$ cat src/rtl/exe_stage_pkg.sv
// exe_stage_pkg: bus widths, decode bundle layout and one-hot op encodings for the execute stage
package exe_stage_pkg;

    localparam int DS_TO_ES_BUS_WD = 162;
    localparam int ES_TO_MS_BUS_WD = 117;
    localparam int STALL_BUS_WD    = 10;
    localparam int FORWARD_BUS_WD  = 33;
    localparam int DIV_ITERS       = 32;

    localparam int ALU_ADD  = 0;
    localparam int ALU_SUB  = 1;
    localparam int ALU_SLT  = 2;
    localparam int ALU_SLTU = 3;
    localparam int ALU_AND  = 4;
    localparam int ALU_NOR  = 5;
    localparam int ALU_OR   = 6;
    localparam int ALU_XOR  = 7;
    localparam int ALU_SLL  = 8;
    localparam int ALU_SRL  = 9;
    localparam int ALU_SRA  = 10;
    localparam int ALU_LUI  = 11;

    localparam int ST_SB  = 0;
    localparam int ST_SH  = 1;
    localparam int ST_SW  = 2;
    localparam int ST_SWL = 3;
    localparam int ST_SWR = 4;

    typedef struct packed {
        logic        hl_from_rs;
        logic [6:0]  inst_load;
        logic [4:0]  inst_store;
        logic [11:0] alu_op;
        logic [1:0]  mul_op;
        logic [1:0]  div_op;
        logic        load_op;
        logic [4:0]  ld_extd_op;
        logic        src1_is_sa;
        logic        src1_is_pc;
        logic        src1_is_hi;
        logic        src1_is_lo;
        logic        src2_is_imm;
        logic        src2_is_uimm;
        logic        src2_is_8;
        logic        gr_we;
        logic        hi_we;
        logic        lo_we;
        logic [4:0]  dest;
        logic [15:0] imm;
        logic [31:0] rs_value;
        logic [31:0] rt_value;
        logic [31:0] pc;
    } ds_bus_t;

endpackage

$ cat src/rtl/exe_stage_div_iter.sv
// div_iter: restoring radix-2 divider on operand magnitudes with sign fix-up on the way out
module div_iter
    import exe_stage_pkg::*;
(
    input  logic        clk,
    input  logic        resetn,
    input  logic        start,
    input  logic        is_signed,
    input  logic [31:0] dividend,
    input  logic [31:0] divisor,
    output logic        busy,
    output logic        done,
    output logic [31:0] quotient,
    output logic [31:0] remainder
);
    logic [5:0]  cnt;
    logic [63:0] sr;
    logic [31:0] dvs, abs_dd, abs_dv;
    logic [32:0] diff;
    logic        q_neg, r_neg;

    assign abs_dd    = (is_signed && dividend[31]) ? -dividend : dividend;
    assign abs_dv    = (is_signed && divisor[31]) ? -divisor : divisor;
    assign diff      = sr[63:31] - {1'b0, dvs};
    assign quotient  = q_neg ? -sr[31:0] : sr[31:0];
    assign remainder = r_neg ? -sr[63:32] : sr[63:32];

    // load magnitudes on start, then shift-subtract once per cycle; done holds the result until the next start
    always_ff @(posedge clk or negedge resetn) begin
        if (!resetn) begin
            busy  <= 1'b0;
            done  <= 1'b0;
            cnt   <= 6'd0;
            sr    <= 64'd0;
            dvs   <= 32'd0;
            q_neg <= 1'b0;
            r_neg <= 1'b0;
        end else if (start) begin
            busy  <= 1'b1;
            done  <= 1'b0;
            cnt   <= 6'd0;
            sr    <= {32'd0, abs_dd};
            dvs   <= abs_dv;
            q_neg <= is_signed && (dividend[31] ^ divisor[31]);
            r_neg <= is_signed && dividend[31];
        end else if (busy) begin
            sr  <= diff[32] ? {sr[62:0], 1'b0} : {diff[31:0], sr[30:0], 1'b1};
            cnt <= cnt + 6'd1;
            if (cnt == 6'(DIV_ITERS - 1)) begin
                busy <= 1'b0;
                done <= 1'b1;
            end
        end
    end

endmodule

$ cat src/rtl/exe_stage.sv
// exe_stage: MIPS execute stage -- ALU, HI/LO, multiply/divide, data SRAM request and hazard feedback
module exe_stage
    import exe_stage_pkg::*;
(
    input  logic                       clk,
    input  logic                       resetn,
    input  logic                       ms_allowin,
    output logic                       es_allowin,
    input  logic                       ds_to_es_valid,
    input  logic [DS_TO_ES_BUS_WD-1:0] ds_to_es_bus,
    output logic                       es_to_ms_valid,
    output logic [ES_TO_MS_BUS_WD-1:0] es_to_ms_bus,
    output logic [STALL_BUS_WD-1:0]    stall_es_bus,
    output logic [FORWARD_BUS_WD-1:0]  forward_es_bus,
    output logic                       data_sram_en,
    output logic [3:0]                 data_sram_wen,
    output logic [31:0]                data_sram_addr,
    output logic [31:0]                data_sram_wdata
);
    ds_bus_t     ds;
    logic        es_valid, es_ready_go, handoff, is_div, is_mul, is_mem;
    logic        div_start, div_started, div_busy, div_done, es_we_1;
    logic [31:0] hi, lo, src1, src2, es_result, div_q, div_r;
    logic [63:0] prod;

    assign is_div         = |ds.div_op;
    assign is_mul         = |ds.mul_op;
    assign is_mem         = ds.load_op || |ds.inst_store;
    assign es_ready_go    = !is_div || (div_started && div_done);
    assign es_allowin     = !es_valid || (es_ready_go && ms_allowin);
    assign es_to_ms_valid = es_valid && es_ready_go;
    assign handoff        = es_to_ms_valid && ms_allowin;
    assign div_start      = es_valid && is_div && !div_started && !div_busy;
    assign prod           = {{32{ds.mul_op[0] & ds.rs_value[31]}}, ds.rs_value}
                          * {{32{ds.mul_op[0] & ds.rt_value[31]}}, ds.rt_value};

    assign data_sram_en   = handoff && is_mem;
    assign data_sram_addr = {es_result[31:2], 2'b00};
    assign es_we_1        = es_valid && ds.gr_we;
    assign stall_es_bus   = {es_we_1, {4{es_we_1}}, ds.dest};
    assign forward_es_bus = {es_we_1 && !ds.load_op && es_ready_go, es_result};
    assign es_to_ms_bus   = {ds.load_op, ds.inst_load, ds.ld_extd_op, ds.gr_we, ds.dest,
                             es_result[1:0], ds.rt_value, es_result, ds.pc};

    div_iter u_div (
        .clk       (clk),
        .resetn    (resetn),
        .start     (div_start),
        .is_signed (ds.div_op[0]),
        .dividend  (ds.rs_value),
        .divisor   (ds.rt_value),
        .busy      (div_busy),
        .done      (div_done),
        .quotient  (div_q),
        .remainder (div_r)
    );

    // pipeline valid bit and decode bundle capture
    always_ff @(posedge clk or negedge resetn) begin
        if (!resetn) begin
            es_valid <= 1'b0;
            ds       <= '0;
        end else begin
            if (es_allowin) es_valid <= ds_to_es_valid;
            if (ds_to_es_valid && es_allowin) ds <= ds_bus_t'(ds_to_es_bus);
        end
    end

    // remember that the current divide was launched so a finished result is not restarted before handoff
    always_ff @(posedge clk or negedge resetn) begin
        if (!resetn) div_started <= 1'b0;
        else if (handoff) div_started <= 1'b0;
        else if (div_start) div_started <= 1'b1;
    end

    // HI/LO commit only when the instruction leaves for the memory stage
    always_ff @(posedge clk or negedge resetn) begin
        if (!resetn) begin
            hi <= 32'd0;
            lo <= 32'd0;
        end else if (handoff) begin
            if (is_div) begin
                hi <= div_r;
                lo <= div_q;
            end else if (is_mul) begin
                hi <= prod[63:32];
                lo <= prod[31:0];
            end else if (ds.hl_from_rs) begin
                if (ds.hi_we) hi <= ds.rs_value;
                if (ds.lo_we) lo <= ds.rs_value;
            end
        end
    end

    // operand muxes and one-hot ALU
    always_comb begin
        src1 = ds.src1_is_sa ? {27'd0, ds.imm[10:6]} : ds.src1_is_pc ? ds.pc :
               ds.src1_is_hi ? hi : ds.src1_is_lo ? lo : ds.rs_value;
        src2 = ds.src2_is_imm ? {{16{ds.imm[15]}}, ds.imm} : ds.src2_is_uimm ? {16'd0, ds.imm} :
               ds.src2_is_8 ? 32'd8 : ds.rt_value;
        es_result = 32'd0;
        if (ds.alu_op[ALU_ADD])       es_result = src1 + src2;
        else if (ds.alu_op[ALU_SUB])  es_result = src1 - src2;
        else if (ds.alu_op[ALU_SLT])  es_result = {31'd0, $signed(src1) < $signed(src2)};
        else if (ds.alu_op[ALU_SLTU]) es_result = {31'd0, src1 < src2};
        else if (ds.alu_op[ALU_AND])  es_result = src1 & src2;
        else if (ds.alu_op[ALU_NOR])  es_result = ~(src1 | src2);
        else if (ds.alu_op[ALU_OR])   es_result = src1 | src2;
        else if (ds.alu_op[ALU_XOR])  es_result = src1 ^ src2;
        else if (ds.alu_op[ALU_SLL])  es_result = src2 << src1[4:0];
        else if (ds.alu_op[ALU_SRL])  es_result = src2 >> src1[4:0];
        else if (ds.alu_op[ALU_SRA])  es_result = $signed(src2) >>> src1[4:0];
        else if (ds.alu_op[ALU_LUI])  es_result = {ds.imm, 16'd0};
    end

    // store byte enables and lane-aligned write data from the low address bits
    always_comb begin
        data_sram_wen   = 4'b0000;
        data_sram_wdata = ds.rt_value;
        if (ds.inst_store[ST_SW]) begin
            data_sram_wen = 4'b1111;
        end else if (ds.inst_store[ST_SB]) begin
            data_sram_wen   = 4'b0001 << es_result[1:0];
            data_sram_wdata = {4{ds.rt_value[7:0]}};
        end else if (ds.inst_store[ST_SH]) begin
            data_sram_wen   = es_result[1] ? 4'b1100 : 4'b0011;
            data_sram_wdata = {2{ds.rt_value[15:0]}};
        end else if (ds.inst_store[ST_SWL]) begin
            data_sram_wen   = es_result[1] ? (es_result[0] ? 4'b1111 : 4'b0111)
                                           : (es_result[0] ? 4'b0011 : 4'b0001);
            data_sram_wdata = ds.rt_value >> {~es_result[1:0], 3'b000};
        end else if (ds.inst_store[ST_SWR]) begin
            data_sram_wen   = 4'b1111 << es_result[1:0];
            data_sram_wdata = ds.rt_value << {es_result[1:0], 3'b000};
        end
    end

endmodule

$ cat config.mk
export PLATFORM = sky130hd
export DESIGN_NAME = exe_stage
export DESIGN_NICKNAME = d
export VERILOG_FILES = /design/src/rtl/exe_stage_pkg.sv /design/src/rtl/exe_stage_div_iter.sv /design/src/rtl/exe_stage.sv
export SDC_FILE = /design/constraint.sdc
export NUM_CORES = 2
export LEC_CHECK = 0
export ABC_AREA = 1
export BUFFER_PORTS_ARGS = -buffer_cell sky130_fd_sc_hd__buf_2
export CELL_PAD_IN_SITES_DETAIL_PLACEMENT = 1
export CELL_PAD_IN_SITES_GLOBAL_PLACEMENT = 2
export CORE_ASPECT_RATIO = 1.75
export CORE_MARGIN = 2
export CORE_UTILIZATION = 34
export DETAILED_ROUTE_END_ITERATION = 8
export PLACE_DENSITY = 0.78
export SLEW_MARGIN = 5
export SYNTH_ARGS = -nofsm -noshare
export SYNTH_HDL_FRONTEND = slang
export SYNTH_SLANG_ARGS = --single-unit
$ cat constraint.sdc
create_clock -name clk -period 8.4 [get_ports clk]
set_input_delay 2.52 -clock clk [delete_from_list [all_inputs] [get_ports clk]]
set_output_delay 2.52 -clock clk [all_outputs]
set_load 0.005 [all_outputs]
Word-level counts from Yosys, hierarchy flattened
Index checks and enable logic that the tools add are counted.

$add $sub $neg: 8. $mul: 1. Order comparisons: 2. Equality and inequality tests: 1. Shifts and indexed selects: 7. Muxes and demuxes: 58. Bitwise logic cells: 8. Reduce and logical (&&, ||, !) cells: 35.

Operator list (count): two-way mux 32 bit (36); two-way mux 64 bit (3); negation 32 bit (4); less-than comparator 32 bit (2); multiplier 33 x 33 -> 64 bit (1); << shifter 32 x 5 -> 32 bit (2); >> shifter 32 x 5 -> 32 bit (2); subtractor 33 x 32 -> 33 bit (1); adder 32 bit (1); AND 32 bit (1); two-way mux 4 bit (8); inverter 32 bit (1); OR 32 bit (1); >>> shifter 32 x 5 -> 32 bit (1); subtractor 32 bit (1); XOR 32 bit (1); logical AND 1 bit (15); two-way mux 6 bit (2); nonzero test 3 bit (3); two-way mux 1 bit (8); adder 6 x 1 -> 6 bit, second input constant (1); == test 6 x 5 -> 1 bit, second input constant (1); AND reduction 3 bit (2); nonzero test 2 bit (3); other kinds (11) (19).

Register bits after elaboration: 334. Input bits: 166. Logic and storage cells: 154.

Longest topological paths before layout
Depth in word-level cells: 22. Depth in mapped cells: 38.

By module
Synthesis repeated with hierarchy kept, for this count alone.

Cells, all modules: 9948. Area total of the unflattened synthesis: 72170.5 µm².

By module, submodules not included: exe_stage (times used 1, cells an instance 8188, area an instance 61536.5 µm², seq. area each 5705.5 µm²); div_iter (times used 1, cells an instance 1760, area an instance 10633.9 µm², seq. area each 2652.5 µm²).

Least setup slack after synthesis
OpenSTA, ideal clock, no wires.

Kind: register to register. Start: reg ds[95] in the netlist's numbering. End: reg hi[31]. Library setup time: 0.139 ns. Data arrival time: 7.780 ns. Required time: 8.261 ns. Setup slack: 0.482 ns. Cell stages (with the launch flop): 29. Path buffers: 3. Clock period less this slack: 7.918 ns. Path through: dfrtp_1 clkbuf_1 nand2_1 clkbuf_1 buf_1 nor2_1 fa_1 inv_1 fa_1 inv_1 fa_1 inv_1 fa_1 fa_1 fa_1 fa_1 fa_1 inv_1 ha_1 nand2_1 nor2_1 inv_1 nor4_1 nand3_1 o2111ai_1 a21oi_1 or2_2 nand3_1 a22oi_1.

Word-level cells in the longest chain between the ends: 4.

RTL lines: start, declared (line exe_stage.sv:20) `ds_bus_t ds;`; start signal, assigned (line exe_stage.sv:65) `if (ds_to_es_valid && es_allowin) ds <= ds_bus_t'(ds_to_es_bus);`; AND 1 bit / two-way mux 32 bit (equally long branches) (line exe_stage.sv:34, exe_stage.sv:89); multiplier 33 x 33 -> 64 bit / two-way mux 32 bit (equally long branches) (line exe_stage.sv:35, exe_stage.sv:88); two-way mux 32 bit * (line exe_stage.sv:85) `end else if (is_mul) begin`; two-way mux 32 bit * (line exe_stage.sv:82) `if (is_div) begin`; end signal, assigned (line exe_stage.sv:83) `hi <= div_r;`; end signal, assigned (line exe_stage.sv:86) `hi <= prod[63:32];`; end signal, assigned (line exe_stage.sv:89) `if (ds.hi_we) hi <= ds.rs_value;`; end, declared (line exe_stage.sv:23) `logic [31:0] hi, lo, src1, src2, es_result, div_q, div_r;`.

Every way passes the cells marked *; elsewhere a longest branch is shown, timed or not. The select of a mux whose other input is x is not followed. A chain may end at the register's enable or synchronous reset.

Worst setup path in the final report
Start: reg ds (netlist bit es_to_ms_bus[91]). End: out forward_es_bus[30].

Word-level cells in the longest chain between the ends: 15.

RTL lines: two-way mux 32 bit * (line exe_stage.sv:100) `ds.src2_is_8 ? 32'd8 : ds.rt_value;`; two-way mux 32 bit * (2 in series) (line exe_stage.sv:99) `src2 = ds.src2_is_imm ? {{16{ds.imm[15]}}, ds.imm} : ds.src2_is_uimm ? {16'd0, ds.imm} :`; >>> shifter 32 x 5 -> 32 bit (line exe_stage.sv:112) `else if (ds.alu_op[ALU_SRA]) es_result = $signed(src2) >>> src1[4:0];`; two-way mux 32 bit (line exe_stage.sv:112); two-way mux 32 bit (line exe_stage.sv:111) `else if (ds.alu_op[ALU_SRL]) es_result = src2 >> src1[4:0];`; two-way mux 32 bit (line exe_stage.sv:110) `else if (ds.alu_op[ALU_SLL]) es_result = src2 << src1[4:0];`; two-way mux 32 bit (line exe_stage.sv:109) `else if (ds.alu_op[ALU_XOR]) es_result = src1 ^ src2;`; two-way mux 32 bit (line exe_stage.sv:108) `else if (ds.alu_op[ALU_OR]) es_result = src1 | src2;`; two-way mux 32 bit (line exe_stage.sv:107) `else if (ds.alu_op[ALU_NOR]) es_result = ~(src1 | src2);`; two-way mux 32 bit (line exe_stage.sv:106) `else if (ds.alu_op[ALU_AND]) es_result = src1 & src2;`; two-way mux 32 bit (line exe_stage.sv:105) `else if (ds.alu_op[ALU_SLTU]) es_result = {31'd0, src1 < src2};`; two-way mux 32 bit (line exe_stage.sv:104) `else if (ds.alu_op[ALU_SLT]) es_result = {31'd0, $signed(src1) < $signed(src2)};`; two-way mux 32 bit (line exe_stage.sv:103) `else if (ds.alu_op[ALU_SUB]) es_result = src1 - src2;`; two-way mux 32 bit * (line exe_stage.sv:102) `if (ds.alu_op[ALU_ADD]) es_result = src1 + src2;`; end, declared (line exe_stage.sv:14) `output logic [FORWARD_BUS_WD-1:0] forward_es_bus,`.

Every way passes the cells marked *; elsewhere a longest branch is shown, timed or not.

==> flow_summary.toml <==
[worst_setup_path]
cp.required_ps = 5880
cp-end-kind = "primary output"
cp-start-kind = "flip-flop"
critPathKind = "reg2out"
reg2regPathDepth = 32
crit_path_max_fanout = 22
worstPathArrival_ps = 5940

[placement]
placed_cell_area_mm2 = 0.0785
dp_hpwl_um = 331000
gp_congestion = 1.09
io_buffers = 394
dp_slack_ps = -390

[timing]
worst_pin_slew_ps = 1720
skew_ps = 65.6
finalSetupViolCount = 6
max-slew-margin-rel_pct = -14.4
post-route-worst-setup-slack_ps = -64.5
layout_min_cycle_time_ps = 8460
fmax_mhz = 118
period_share_pct = 101
slew_violations = 13
hold_viol_final = 0

[clocking]
clock-sinks = 334
cts_made_buffers = 42
htree_levels = 2
max-clock-path-buffers = 3
root_buffer = "clkbuf_16"
insertion_delay_ps = 690
clk_pin_slew_ps = 70
cts_tree = "built"

[synth]
yosysWarnings = 0
yosysTopAreaCellShare_pct = 32.4
avgSynthCellArea_um2 = 7.41
synth-main-ff-cell = "dfrtp_1"
synth_edf_count = 0
syn-instance-count = 9419
ys_ff_latch = 334
synthTopCellsByArea = "fa_1 (32%), dfrtp_1 (12%), nand2_1 (11%), inv_1 (11%), ha_1 (6.2%)"
async_flop_share_pct = 100
synth_cell_types = 67
yosys.area.top_type = "fa_1"
synth_area_mm2 = 0.0698
seq_area_frac_synth_pct = 12.0

[cells_and_area]
drive_gt1_share_pct = 16.0
nets = 11600
area_growth_pct = 16.9
num-fill-cells = 25200
final_core_util_pct = 39.9
design_area_mm2 = 0.0816

[die]
start_util_pct = 34.1
die_w_um = 346
core_area_mm2 = 0.205
die_h_um = 603
io_pins = 397
num_rows = 220
dieArea_mm2 = 0.209

[detailed_routing]
wirelength_um = 407000
drc = 0
antenna_left = 0
wl_met1_um = 131000
top_layer = "met5"
first_iter_violations = 5051
num_vias = 70400
dr.pass1.iters = 5
dr_wl_met3_um = 22000
detail_route.wl_per_cell_um = 32.0
viasPerCell = 5.53
met2_length_um = 199000

[grt]
grt_antenna_before_repair = 60
grt_pass1_wl_um = 569000
grt_max_degree = 111
grt_use_total_pct = 38.7
gr-total-overflow = 0
first_global_vias = 76900

[hold_path]
min_path_type = "reg2reg"
hold_path_depth = 2

[run]
maxCapViolCount = 1

[outcome]
violations = "capacitance limit, slew limit, setup timing"
outcome = "finished, violations left"
## timing repair
action | 4_1_cts | 5_1_grt
hold buffers | 0 | 0
pin swaps | 4 | 28
setup endpoints to repair | 109 | 105
hold endpoints to repair | 0 | 0
gates resized for setup | 103 | 146
cloned | 0 | 6
setup buffers | 20 | 33
## worst max-delay path: stages (launching register included)
cell and delay, ps:
dfrtp_2 890, buf_4 420, a31oi_2 220, buf_4 230, nand3_1 130, nand2_1 150, o211ai_1 990, a21oi_1 150
o311ai_0 680, buf_4 220, nand2_1 50, o21ai_0 80, o21ai_0 110, nand2_1 110, o211ai_1 160, a31oi_1 480
buf_2 210
## cells in the mapped netlist (18+ instances only)
cell	n
nand2_1	2005
inv_1	1982
fa_1	1128
a21oi_1	631
o21ai_0	573
nor2_1	545
clkbuf_1	355
ha_1	347
dfrtp_1	334
nand3_1	325
buf_4	167
xor2_1	133
buf_1	119
a31oi_1	81
o211ai_1	75
nor3_1	74
mux2_2	64
or2_2	39
nand4_1	38
o22ai_1	37
buf_2	35
xnor2_1	31
o21ai_1	30
mux2i_1	22
clkinv_1	18
## flip-flops by register name, indices dropped and copies added (netlist names)
register	cells
es_to_ms_bus	83
ds	79
u_div.sr	64
hi	32
lo	32
u_div.dvs	32
u_div.cnt	6
div_started	1
es_valid	1
u_div.busy	1
u_div.done	1
u_div.q_neg	1
u_div.r_neg	1
## metrics by stage
step	cells	setup TNS (ps)	hold WS, ps
2_1_floorplan	9420	0	442
3_3_place_gp	12600	-4090	460
3_5_place_dp	12600	-4520	475
4_1_cts	12600	-12.1	492
5_1_grt	12700	-1350	509
6_report	12700	-249	491
## cell families after synthesis
logic type	count (synthesis)	share of synthesized area (%)
xor gates and xnor gates	164	2.06
buffers and inverters	2693	15.5
and+or+nand+nor	3065	17.7
DFF	334	12.0
other	1	0.00537
adders and majority gates	1475	38.6
AOI/OAI and AO/OA	1601	12.9
muxes	86	1.35
## placed cells by master, fill, tap and decap left out, drive strengths merged, types with 37 or more instances in the layout
cell,synthesis,layout
o21ai,609,609
inv,1991,1989
buf,328,1210
nand4,38,38
clkbuf,356,66
nand3,328,328
or2,42,42
diode,0,42
mux2,64,64
dfrtp,334,334
o22ai,37,37
nand2,2013,2013
ha,347,347
a21oi,632,632
xor2,133,133
nor2,548,548
a31oi,90,90
nor3,74,74
fa,1128,1128
o211ai,75,75
## layout make-up
type	count	area, um2	share of cell area [%]
Inverter	2009	7580	9.29
Antenna cell	42	105	0.129
Timing Repair Buffer	1217	9390	11.5
Tap cell	2664	3330	4.09
Clock inverter	16	238	0.291
Clock buffer	59	1170	1.44
Sequential cell	334	8470	10.4
Multi-Input combinational cell	6393	51300	62.9
## path summary, 6_finish.rpt
| path | start | slack (ps) | endpoint |
|---|---|---|---|
| max | es_to_ms_bus[91]$_DFFE_PN0P_ | -60 | forward_es_bus[30] |
| min | u_div.dvs[13]$_DFFE_PN0P_ | 490 | u_div.dvs[13]$_DFFE_PN0P_ |
| max reg2reg | es_to_ms_bus[64]$_DFFE_PN0P_ | 190 | hi[10]$_DFFE_PN0P_ |
| min reg2reg | u_div.dvs[13]$_DFFE_PN0P_ | 490 | u_div.dvs[13]$_DFFE_PN0P_ |
| max in group asynchronous | resetn | 4830 | ds[69]$_DFFE_PN0P_ |
| min in group asynchronous | resetn | 1930 | es_to_ms_bus[106]$_DFFE_PN0P_ |
## per-layer routing
metal	global-route usage, %	up-vias
met5	0	-
met4	40.7	26
met3	6.77	1453
met2	67.3	2942
met1	37.4	36200
li1	-	29800
Power is not shown: default switching activity piles up to over one toggle a cycle in this logic, so the estimate is an artifact.
